<file path="src/rtl/register_file_stack.sv">
// Register file with registered dual read ports, move/swap, ALU result/flag capture and a LIFO stack.
// Latency: reads return pre-edge register contents one cycle later with a one-cycle rd_valid pulse.
// Backpressure: none; a push on a full stack or a pop on an empty stack is dropped and pulses err.
module register_file_stack #(
    parameter int DATA_W      = 8,
    parameter int NUM_REGS    = 8,
    parameter int FLAG_W      = 3,
    parameter int STACK_DEPTH = 8,
    localparam int AW         = $clog2(NUM_REGS),
    localparam int SW         = $clog2(STACK_DEPTH) + 1
) (
    input  logic              clk,
    input  logic              rst,
    input  logic [2:0]        op,
    input  logic [AW-1:0]     ra,
    input  logic [AW-1:0]     rb,
    input  logic [DATA_W-1:0] wdata,
    input  logic              alu_we,
    input  logic [DATA_W-1:0] alu_result,
    input  logic [FLAG_W-1:0] alu_flags,
    output logic [DATA_W-1:0] rdata1,
    output logic [DATA_W-1:0] rdata2,
    output logic              rd_valid,
    output logic [SW-1:0]     stk_count,
    output logic              stk_full,
    output logic              stk_empty,
    output logic              err
);

    localparam logic [2:0] OP_NOP   = 3'd0;
    localparam logic [2:0] OP_WRITE = 3'd1;
    localparam logic [2:0] OP_READ1 = 3'd2;
    localparam logic [2:0] OP_READ2 = 3'd3;
    localparam logic [2:0] OP_MOVE  = 3'd4;
    localparam logic [2:0] OP_SWAP  = 3'd5;
    localparam logic [2:0] OP_PUSH  = 3'd6;
    localparam logic [2:0] OP_POP   = 3'd7;

    logic [DATA_W-1:0] regs_q  [NUM_REGS];
    logic [DATA_W-1:0] regs_d  [NUM_REGS];
    logic [DATA_W-1:0] stack_q [STACK_DEPTH];
    logic [DATA_W-1:0] stack_d [STACK_DEPTH];
    logic [SW-1:0]     cnt_q, cnt_d;
    logic [DATA_W-1:0] rdata1_q, rdata1_d;
    logic [DATA_W-1:0] rdata2_q, rdata2_d;
    logic              rd_valid_q, rd_valid_d;
    logic              err_q, err_d;
    logic [SW-2:0]     push_idx;
    logic [SW-2:0]     pop_idx;

    // Push writes the slot just above the top; pop reads the top entry.
    assign push_idx = cnt_q[SW-2:0];
    assign pop_idx  = cnt_q[SW-2:0] - (SW-1)'(1);

    assign stk_full  = (cnt_q == SW'(STACK_DEPTH));
    assign stk_empty = (cnt_q == '0);
    assign stk_count = cnt_q;
    assign rdata1    = rdata1_q;
    assign rdata2    = rdata2_q;
    assign rd_valid  = rd_valid_q;
    assign err       = err_q;

    // Next-state: ALU capture first, then op writes so they win per target register.
    always_comb begin
        regs_d     = regs_q;
        stack_d    = stack_q;
        cnt_d      = cnt_q;
        rdata1_d   = rdata1_q;
        rdata2_d   = rdata2_q;
        rd_valid_d = 1'b0;
        err_d      = 1'b0;

        if (alu_we) begin
            regs_d[NUM_REGS-1] = alu_result;
            regs_d[NUM_REGS-2] = DATA_W'(alu_flags);
        end

        case (op)
            OP_NOP: ;
            OP_WRITE: regs_d[ra] = wdata;
            OP_READ1: begin
                rdata1_d   = regs_q[ra];
                rd_valid_d = 1'b1;
            end
            OP_READ2: begin
                rdata1_d   = regs_q[ra];
                rdata2_d   = regs_q[rb];
                rd_valid_d = 1'b1;
            end
            // Same-index move/swap is a true no-op, so it must not mask ALU capture.
            OP_MOVE: begin
                if (ra != rb) regs_d[ra] = regs_q[rb];
            end
            OP_SWAP: begin
                if (ra != rb) begin
                    regs_d[ra] = regs_q[rb];
                    regs_d[rb] = regs_q[ra];
                end
            end
            OP_PUSH: begin
                if (stk_full) begin
                    err_d = 1'b1;
                end else begin
                    stack_d[push_idx] = regs_q[ra];
                    cnt_d             = cnt_q + SW'(1);
                end
            end
            OP_POP: begin
                if (stk_empty) begin
                    err_d = 1'b1;
                end else begin
                    regs_d[ra] = stack_q[pop_idx];
                    cnt_d      = cnt_q - SW'(1);
                end
            end
            default: ;
        endcase
    end

    // State registers; reset clears every register, stack slot and output.
    always_ff @(posedge clk or posedge rst) begin
        if (rst) begin
            for (int i = 0; i < NUM_REGS; i++) regs_q[i] <= '0;
            for (int i = 0; i < STACK_DEPTH; i++) stack_q[i] <= '0;
            cnt_q      <= '0;
            rdata1_q   <= '0;
            rdata2_q   <= '0;
            rd_valid_q <= 1'b0;
            err_q      <= 1'b0;
        end else begin
            regs_q     <= regs_d;
            stack_q    <= stack_d;
            cnt_q      <= cnt_d;
            rdata1_q   <= rdata1_d;
            rdata2_q   <= rdata2_d;
            rd_valid_q <= rd_valid_d;
            err_q      <= err_d;
        end
    end

endmodule

</file>
<file path="config.mk">
export PLATFORM = sky130hd
export DESIGN_NAME = register_file_stack
export DESIGN_NICKNAME = d
export VERILOG_FILES = /design/src/rtl/register_file_stack.sv
export SDC_FILE = /design/constraint.sdc
export NUM_CORES = 1
export LEC_CHECK = 0
export BUFFER_PORTS_ARGS = -buffer_cell sky130_fd_sc_hd__buf_2
export CORE_UTILIZATION = 40
export DETAILED_ROUTE_END_ITERATION = 7
export PLACE_DENSITY = 0.55
export SLEW_MARGIN = 20
export SYNTH_ARGS = -nofsm -noshare
export SYNTH_HDL_FRONTEND = slang
export SYNTH_SLANG_ARGS = --single-unit
</file>
<file path="constraint.sdc">
create_clock -name clk -period 14.1 [get_ports clk]
set_input_delay 2.115 -clock clk [delete_from_list [all_inputs] [get_ports clk]]
set_output_delay 2.115 -clock clk [all_outputs]
set_load 0.02 [all_outputs]
</file>
==> impl_metrics.env, run 1 <==
export IMPL_synth_edf_count=0
export IMPL_antenna_found_initial=0
export IMPL_p_leak_uw=0.004288
export IMPL_seqPwrFrac_pct=38.4
export IMPL_ys_flop_type="dfrtp_1"
export IMPL_dieArea_mm2=0.02265
export IMPL_grt_pass1_wl_um=48000
export IMPL_slew_headroom_pct=18.63
export IMPL_n_fill_cell=2100
export IMPL_netlist_area_mm2=0.008822
export IMPL_syn_avg_cell_area_um2=9.558
export IMPL_worstSetupEndpointType="flip-flop"
export IMPL_final_period_utilization_pct=35.80
export IMPL_maxCapViolCount=0
export IMPL_holdPathStages=2
export IMPL_ys_types=65
export IMPL_track_usage_pct=29.31
export IMPL_cp_required_ns=14.40
export IMPL_p_per_area_mw_per_mm2=155.3
export IMPL_hpwl_um=21230
export IMPL_clockRootBuffer="clkbuf_16"
export IMPL_first_pass_iters=7
export IMPL_p_clk_share_pct=31.5
export IMPL_ant_nets=0
export IMPL_ys_async_sr_fraction_pct=100.0
export IMPL_switching_power_uw=560.8
export IMPL_cts_setup_buffers=0
export IMPL_finClkSkew_ns=0.009624
export IMPL_port_buffers=54
export IMPL_via_per_inst=6.351
export IMPL_synth_ff_latch_count=150
export IMPL_holdBufCountCts=0
export IMPL_finalNonFillerCells=1243
export IMPL_wl_per_cell_um=25.67
export IMPL_netlist_instances=923
export IMPL_drc=0
export IMPL_start_kind="input pin"
export IMPL_max_vdd_ir_drop_mv=0.1060
export IMPL_switching_share_pct=36.37
export IMPL_die_h_um=150.5
export IMPL_ys_seq_area_share_pct=42.55
export IMPL_multiInputGateArea_mm2=0.004698
export IMPL_initial_utilization_pct=41.32
export IMPL_worst_hold_path_endpoint="rdata1[5]$_DFFE_PP0P_"
export IMPL_drt_wl_total_um=31910
export IMPL_gr_total_overflow=0
export IMPL_crit_chain="buf_2 -> xnor2_1 -> and3_1 -> a21boi_1 -> o21ai_1 -> a22oi_1 -> o21ai_0"
export IMPL_tightestPinTransition_ns=1.218
export IMPL_internal_power_uw=981.1
export IMPL_comb_power_share_pct=30.1
export IMPL_final_nets=989
export IMPL_drtIter0Drc=835
export IMPL_fmax_mhz=198.1
export IMPL_syn_nets=958
export IMPL_worstPathArrival_ns=5.35
export IMPL_crit_fanout=27
export IMPL_path_clk_slew_ns=0.07
export IMPL_worstReg2RegStart="stk_count[0]$_DFFE_PP0P_"
export IMPL_rsz0062_at_grt="no"
export IMPL_cp_slowest_stage_delay_ns=1.03
export IMPL_core_area_mm2=0.02135
export IMPL_fin_tns_setup_ns=0
export IMPL_layout_min_cycle_time_ns=5.047
export IMPL_setup_violations=0
export IMPL_rr_endpoint="regs_q[41]$_DFFE_PP0P_"
export IMPL_grt_pass1_vias=7628
export IMPL_postCtsResizedCells=0
export IMPL_hold_class="flip-flop to flip-flop"
export IMPL_run_status="finished clean"
export IMPL_min_from="rdata1[5]$_DFFE_PP0P_"
export IMPL_clk_latency_ns=0.44
export IMPL_cts_tree="yes"
export IMPL_critPathSlowestCell="a21boi_1"
export IMPL_crit_family="compound AO/OA/AOI/OAI gates"
export IMPL_clockBufferDepth=2
export IMPL_cts_htree_levels=4
export IMPL_r2r_setup_slack_ns=10.04
export IMPL_yosysWarnings=0
export IMPL_dp_cells=1210
export IMPL_grt_max_degree=93
export IMPL_vias=7894
export IMPL_critPathKind="input pin to flip-flop"
export IMPL_hold_viol=0
export IMPL_layout_drive_gt1_share_pct=18.10
export IMPL_regArea_mm2=0.003754
export IMPL_io_pins=55
export IMPL_numCtsBuffers=17
export IMPL_drv_slew=0
export IMPL_numClockSinks=150
export IMPL_area_delta_synth_final_pct=12.51
export IMPL_dieWidth_um=150.5
export IMPL_num_rows=53
export IMPL_r2r_cells=9
export IMPL_crit_buf_inv=1
export IMPL_gp_congestion=0.9533
[synthesized netlist by cell type (6+ instances only)]
cell type	number	area (um2)
nand3_1	18	90.09
dfrtp_1	150	3754
o21ai_1	8	40.04
xnor2_1	9	78.83
nand2_1	144	540.5
a22oi_1	31	232.7
mux2_2	13	146.4
mux2i_1	21	210.2
clkbuf_1	36	135.1
a21oi_1	47	235.2
nor2b_1	14	87.58
inv_1	22	82.58
a221o_1	17	170.2
nor2_1	65	244.0
o21ai_0	104	520.5
a222oi_1	9	90.09
buf_2	16	80.08
mux4_2	38	855.8
a211oi_1	9	67.56
a31oi_1	6	37.54
nor3_1	16	80.08
and2_1	7	43.79
o22ai_1	29	181.4
[power by group through the flow]
stage	clock, uW	sequential (uW)	combinational (uW)
after floorplan	0	587	329
after global placement	0	596	458
after detailed placement	0	598	463
after CTS	491	591	465
after global routing	509	604	501
final	486	592	464
[tightest hold or removal path, delay by kind of cell (launching register included)]
family / cells / cell delay, ns
DFF: 1 / 0.34
AOI/OAI and AO/OA: 1 / 0.06
and+or+nand+nor: 1 / 0.04
[registers in the layout, summed over array words and instances (netlist names)]
signal and count:
rdata1 8, regs_q 64, stack_q 64, stk_count 4, rdata2 8, rd_valid 1
err 1
[metrics by stage]
step           setup WS [ns]  hold slack [ns]  power (uW)  cell area [um2]  util, %
2_1_floorplan          7.949           0.4446       915.1             8822        -
6_report               9.053           0.4749        1542             9926    46.48
3_3_place_gp           8.852           0.4578        1054             9299    43.55
4_1_cts                9.197           0.4796        1546             9911    46.41
3_5_place_dp           8.750           0.4647        1062             9303    43.57
5_1_grt                8.884           0.5003        1613             9923    46.47
[layout by cell type (no fill, tap or decap), types with 3 or more instances in the layout]
cell,Yosys,layout
o21ai_1,8,8
nor2_1,65,65
nand2b_1,5,5
nor2b_1,14,14
clkbuf_16,0,17
nand3_1,18,18
a211oi_1,9,9
a31oi_1,6,6
a32oi_1,3,3
xnor2_1,9,9
nor3b_1,4,3
o311ai_0,4,4
inv_1,22,21
nor3_1,16,16
a221o_1,17,17
mux2_2,13,13
o22a_1,5,5
a22oi_1,31,31
and3_1,4,4
o22ai_1,29,29
buf_4,4,20
buf_2,16,54
a222oi_1,9,9
mux4_2,38,38
inv_2,3,3
ha_1,3,3
and2_1,7,7
o21ai_0,104,104
a21oi_1,47,47
mux2i_1,21,20
o211ai_1,5,5
inv_6,0,4
o2bb2ai_1,5,5
dfrtp_1,150,150
nand2_1,144,144
inv_8,0,6
o221ai_1,5,5
nor3b_2,4,4
[per-layer routing]
metal / up-vias / routed length, um / global-route usage, %
met5: - / 0 / 0
met4: 0 / 1537 / 15.00
met3: 103 / 2632 / 6.333
met2: 428 / 14640 / 45.44
met1: 3848 / 13100 / 38.52
li1: 3515 / - / -
[layout make-up]
| cell class | count | area share (%) |
|---|---|---|
| sequential | 150 | 37.82 |
| antenna | 1 | 0.02521 |
| inverter | 25 | 0.9958 |
| timing repair buffer | 74 | 4.235 |
| clock inverter | 14 | 1.803 |
| tap | 275 | 3.467 |
| clock buffer | 18 | 4.324 |
| multi-input combinational | 686 | 47.33 |
[how the worst max path moves through the flow]
stage / start / endpoint / slack [ns] / cells past startpoint
after floorplan: rst / err$_DFF_PP0_ / 7.95 / 1
after global placement: rb[2] / regs_q[41]$_DFFE_PP0P_ / 8.85 / 7
after detailed placement: rb[2] / regs_q[41]$_DFFE_PP0P_ / 8.75 / 7
after CTS: rb[2] / regs_q[43]$_DFFE_PP0P_ / 9.20 / 7
after global routing: rb[2] / regs_q[22]$_DFFE_PP0P_ / 8.88 / 7
final: rb[2] / regs_q[41]$_DFFE_PP0P_ / 9.05 / 7
[cell families after synthesis]
kind of cell	share of synthesized area, %
flops	42.55
fa+ha+maj	0.6524
mux	13.87
simple gates	14.78
buf+inv	4.439
compound gates	22.82
xor+xnor	0.8935
No activity file was read; power rests on OpenSTA's default activity.
==> run 2: changes to the inputs <==
==> constraint.sdc (replaced) <==
create_clock -name clk -period 5.3 [get_ports clk]
set_input_delay 0.795 -clock clk [delete_from_list [all_inputs] [get_ports clk]]
set_output_delay 0.795 -clock clk [all_outputs]
set_load 0.02 [all_outputs]
==> run 2 against run 1 <==
Compared with the run above: combinational power increased to 2.7 times the previous value; non-clock buffer count grew 2; flip-flop and latch count did not move; design area rose by 0.14%; first-iteration DRC count up 9.6%; critical path depth is 2 higher; worst setup slack got worse by 7.8 ns; via count is essentially flat; largest cell class unchanged.
==> impl_metrics.env, run 2 (synthesized netlist as in run 1, its figures left out) <==
export IMPL_hold_class="input pin to asynchronous set/reset pin"
export IMPL_hold_viol=0
export IMPL_regArea_mm2=0.003754
export IMPL_grt_pass1_wl_um=48220
export IMPL_hpwl_um=21480
export IMPL_top_regs="regs_q (64), stack_q (64)"
export IMPL_n_fill_cell=2112
export IMPL_die_h_um=150.5
export IMPL_critPathKind="flip-flop to flip-flop"
export IMPL_rsz0062_at_grt="no"
export IMPL_finClkSkew_ns=0.006988
export IMPL_vias=7898
export IMPL_track_usage_pct=29.44
export IMPL_dieWidth_um=150.5
export IMPL_cts_tree="yes"
export IMPL_grt_max_degree=81
export IMPL_internal_power_uw=2619
export IMPL_num_rows=53
export IMPL_initial_utilization_pct=41.32
export IMPL_port_buffers=54
export IMPL_drt_wl_total_um=31530
export IMPL_mostFrequentLayoutCell="dfrtp_1"
export IMPL_final_period_utilization_pct=75.69
export IMPL_worstSetupEndpointType="flip-flop"
export IMPL_cts_setup_buffers=0
export IMPL_drc=0
export IMPL_antenna_found_initial=0
export IMPL_io_pins=55
export IMPL_maxCapViolCount=0
export IMPL_first_pass_iters=8
export IMPL_max_vdd_ir_drop_mv=0.2622
export IMPL_worstPathArrival_ns=4.31
export IMPL_switching_share_pct=35.75
export IMPL_layout_min_cycle_time_ns=4.011
export IMPL_gr_total_overflow=0
export IMPL_area_delta_synth_final_pct=12.66
export IMPL_cp_required_ns=5.59
export IMPL_cts_htree_levels=4
export IMPL_crit_fanout=20
export IMPL_n_antenna_cell=0
export IMPL_slew_headroom_pct=20.80
export IMPL_drv_slew=0
export IMPL_setup_slack_ns=1.289
export IMPL_via_per_inst=6.349
export IMPL_ant_nets=0
export IMPL_wl_per_cell_um=25.35
export IMPL_run_status="finished clean"
export IMPL_switching_power_uw=1457
export IMPL_comb_power_share_pct=30.3
export IMPL_core_area_mm2=0.02135
export IMPL_final_nets=991
export IMPL_p_per_area_mw_per_mm2=410.0
export IMPL_postCtsResizedCells=0
export IMPL_clockBufferDepth=2
export IMPL_r2r_setup_slack_ns=1.29
export IMPL_setup_violations=0
export IMPL_holdBufCountCts=0
export IMPL_start_kind="flip-flop"
export IMPL_grt_pass1_vias=7684
export IMPL_dp_slack_ns=1.231
export IMPL_fin_tns_setup_ns=0
export IMPL_numCtsBuffers=17
export IMPL_p_leak_uw=0.004287
export IMPL_p_clk_share_pct=31.1
export IMPL_seqPwrFrac_pct=38.6
export IMPL_final_cell_mix="dfrtp_1, nand2_1, o21ai_0"
export IMPL_drtIter0Drc=915
export IMPL_numClockSinks=150
export IMPL_clk_latency_ns=0.44
export IMPL_multiInputGateArea_mm2=0.004690
export IMPL_dieArea_mm2=0.02265
export IMPL_fmax_mhz=249.3
export IMPL_path_clk_slew_ns=0.07
export IMPL_tightestPinTransition_ns=1.182
export IMPL_gp_congestion=0.9487
export IMPL_clockRootBuffer="clkbuf_16"
export IMPL_layout_drive_gt1_share_pct=18.37
==> run 2: area by class of cell <==
type,count,area share [%]
clock inverters,14,1.674
repair buffers,76,4.507
multi-input cells,686,47.18
clock buffers,18,4.418
well taps,275,3.462
inverters,25,0.9945
flip-flops and latches,150,37.76
==> run 2: final timing paths <==
kind | from | to | cells after the start
hold reg to reg | stack_q[55]$_DFFE_PP0P_ | stack_q[55]$_DFFE_PP0P_ | 2
min in group clk | stack_q[55]$_DFFE_PP0P_ | stack_q[55]$_DFFE_PP0P_ | 2
setup / recovery | stk_count[0]$_DFFE_PP0P_ | regs_q[44]$_DFFE_PP0P_ | 9
max in group asynchronous | rst | regs_q[28]$_DFFE_PP0P_ | 3
hold / removal | rst | rdata2[0]$_DFFE_PP0N_ | 2
setup reg to reg | stk_count[0]$_DFFE_PP0P_ | regs_q[44]$_DFFE_PP0P_ | 9
==> run 2: per-stage QoR <==
stage | cell area (um2) | hold WS [ns] | cells | utilization [%] | power, uW
detailed placement | 9319 | 0.4657 | 1211 | 43.64 | 2818
global route | 9940 | 0.5010 | 1244 | 46.55 | 4278
finish | 9940 | 0.4540 | 1244 | 46.55 | 4076
CTS | 9925 | 0.4813 | 1243 | 46.48 | 4085
floorplan | 8822 | 0.4446 | 923 | - | 2435
global placement | 9319 | 0.4562 | 1211 | 43.64 | 2802
==> run 2: worst max-delay path, cell delays in order, from the launching register on <==
cell and delay [ns]:
dfrtp_1 0.32, buf_4 0.36, inv_2 0.12, ha_1 0.28
nor3b_2 0.21, o21ai_1 0.51, a21boi_1 0.94, o21ai_1 0.66
a22oi_1 0.33, o21ai_0 0.13
==> run 2: power groups by stage <==
stage | Sequential (uW) | Clock (uW) | Combinational [uW]
floorplan | 1560 | 0 | 874
global placement | 1580 | 0 | 1220
detailed placement | 1590 | 0 | 1230
CTS | 1570 | 1280 | 1230
global route | 1600 | 1330 | 1340
finish | 1570 | 1270 | 1230
==> run 2: layer usage <==
metal / routed length [um] / up-vias / track usage, % / share of wire (%)
li1: - / 3540 / - / -
met1: 12860 / 3833 / 39.03 / 41
met2: 14560 / 425 / 45.32 / 46
met3: 2362 / 100 / 4.636 / 7.5
met4: 1750 / 0 / 17.93 / 5.6
met5: 0 / - / 0 / 0
==> run 3: changes to the inputs <==
==> constraint.sdc (replaced) <==
create_clock -name clk -period 4 [get_ports clk]
set_input_delay 0.6 -clock clk [delete_from_list [all_inputs] [get_ports clk]]
set_output_delay 0.6 -clock clk [all_outputs]
set_load 0.02 [all_outputs]
==> run 3 against run 2 <==
Compared with the run above: cell count rose by 2.2%; critical path depth down 1; clock skew rose by 0.0075 ns.
==> impl_metrics.env, run 3 (synthesized netlist as in run 1, its figures left out) <==
export IMPL_run_status="finished clean"
export IMPL_first_pass_iters=7
export IMPL_start_kind="flip-flop"
export IMPL_postCtsResizedCells=0
export IMPL_finClkSkew_ns=0.01447
export IMPL_dp_cells=1240
export IMPL_vias=7998
export IMPL_antenna_found_initial=0
export IMPL_slew_headroom_pct=19.25
export IMPL_crit_buf_inv=2
export IMPL_finalNonFillerCells=1271
export IMPL_r2r_setup_slack_ns=0.75
export IMPL_crit_family="compound AO/OA/AOI/OAI gates"
export IMPL_critPathSlowestCell="o21ai_1"
export IMPL_via_per_inst=6.293
export IMPL_fmax_mhz=307.6
export IMPL_drv_slew=0
export IMPL_final_nets=1019
export IMPL_initial_utilization_pct=41.32
export IMPL_p_leak_uw=0.004426
export IMPL_setup_violations=0
export IMPL_worstReg2RegStart="stk_count[1]$_DFFE_PP0P_"
export IMPL_grt_max_degree=151
export IMPL_port_buffers=54
export IMPL_dieArea_mm2=0.02265
export IMPL_wl_per_cell_um=25.03
export IMPL_rsz0062_at_grt="no"
export IMPL_io_pins=55
export IMPL_layout_min_cycle_time_ns=3.250
export IMPL_gr_total_overflow=0
export IMPL_numClockSinks=150
export IMPL_crit_start="stk_count[1]$_DFFE_PP0P_"
export IMPL_cts_tree="yes"
export IMPL_clockRootBuffer="clkbuf_16"
export IMPL_final_cell_mix="dfrtp_1, nand2_1, o21ai_0"
export IMPL_mostFrequentLayoutCell="dfrtp_1"
export IMPL_num_rows=53
export IMPL_track_usage_pct=29.65
export IMPL_dieWidth_um=150.5
export IMPL_gp_congestion=0.9364
export IMPL_clockBufferDepth=2
export IMPL_max_vdd_ir_drop_mv=0.4415
export IMPL_path_clk_slew_ns=0.07
export IMPL_fin_tns_setup_ns=0
export IMPL_crit_chain="inv_1 -> ha_1 -> nor3b_2 -> o21ai_1 -> buf_4 -> a21boi_1 -> o21ai_1 -> a221o_1"
export IMPL_clk_latency_ns=0.44
export IMPL_cp_slowest_stage_delay_ns=0.61
export IMPL_ant_nets=0
export IMPL_area_delta_synth_final_pct=14.88
export IMPL_cts_setup_buffers=0
export IMPL_core_area_mm2=0.02135
export IMPL_n_antenna_cell=0
export IMPL_hold_class="input pin to asynchronous set/reset pin"
export IMPL_final_period_utilization_pct=81.26
export IMPL_holdBufCountCts=0
export IMPL_top_regs="regs_q (64), stack_q (64)"
export IMPL_drc=0
export IMPL_drt_wl_total_um=31820
export IMPL_tightestPinTransition_ns=1.203
export IMPL_maxCapViolCount=0
export IMPL_critPathKind="flip-flop to flip-flop"
export IMPL_hpwl_um=21500
export IMPL_grt_pass1_wl_um=48520
export IMPL_worstSetupEndpointType="flip-flop"
export IMPL_numCtsBuffers=17
export IMPL_hold_viol=0
export IMPL_p_per_area_mw_per_mm2=536.0
export IMPL_crit_fanout=10
export IMPL_cp_required_ns=4.33
export IMPL_path_common_cell="o21ai_1"
export IMPL_drtIter0Drc=1009
export IMPL_postPlaceCellArea_mm2=0.009530
export IMPL_cts_htree_levels=4
export IMPL_worstPathArrival_ns=3.58
export IMPL_layout_drive_gt1_share_pct=20.28
export IMPL_stdcell_area_mm2=0.01013
export IMPL_grt_pass1_vias=7906
export IMPL_die_h_um=150.5
## run 3: cell count changes in the layout (fill, tap and decap cells not counted), sizes merged
cell,delta
buf,+28
inv,-3
clkbuf,+2
## run 3: area by class of cell
type | count | area, um2
clock buffer | 20 | 466.7
clock inverter | 11 | 137.6
fill | 2061 | 11220
inverter | 25 | 97.59
multi-input combinational | 686 | 4677
sequential | 150 | 3754
tap | 275 | 344.1
timing repair buffer | 104 | 658.1
## run 3: per-layer routing
metal	wire length, um	share of wire (%)	global-route usage [%]	vias to the layer above
met3	2938	9.2	7.515	93
met5	0	0	0	-
met2	14590	46	45.65	430
li1	-	-	-	3581
met4	1344	4.2	15.10	0
met1	12940	41	38.59	3894
## run 3: path summary, 6_finish.rpt
check                           cells past startpoint                     end
worst min register to register                      2   rdata2[0]$_DFFE_PP0N_
worst max register to register                      8  regs_q[16]$_DFFE_PP0P_
worst max-delay path                                8  regs_q[16]$_DFFE_PP0P_
max in group asynchronous                           3  regs_q[26]$_DFFE_PP0P_
worst min-delay path                                3   rdata2[5]$_DFFE_PP0N_
min in group clk                                    2   rdata2[0]$_DFFE_PP0N_
## run 3: through the flow
step | util (%) | hold slack, ns | power, uW | setup slack [ns]
finish | 47.46 | 0.3171 | 5432 | 0.7495
floorplan | - | 0.4446 | 3226 | 0.9053
CTS | 47.46 | 0.4668 | 5461 | 0.8456
global placement | 44.63 | 0.4571 | 3748 | 0.7847
global route | 47.46 | 0.4832 | 5724 | 0.5442
detailed placement | 44.63 | 0.4649 | 3779 | 0.7872
## run 3: report_power, final
part / total [uW] / leakage (uW) / internal (uW) / switching (uW)
Clock: 1680 / 0.000293 / 978 / 702
Sequential: 2080 / 0.00200 / 1840 / 233
Combinational: 1670 / 0.00213 / 706 / 968
Total: 5430 / 0.00443 / 3530 / 1900
## run 3: worst min-delay path: cells and delay by family
family,cells,cell delay [ns]
buffers and inverters,3,0.66
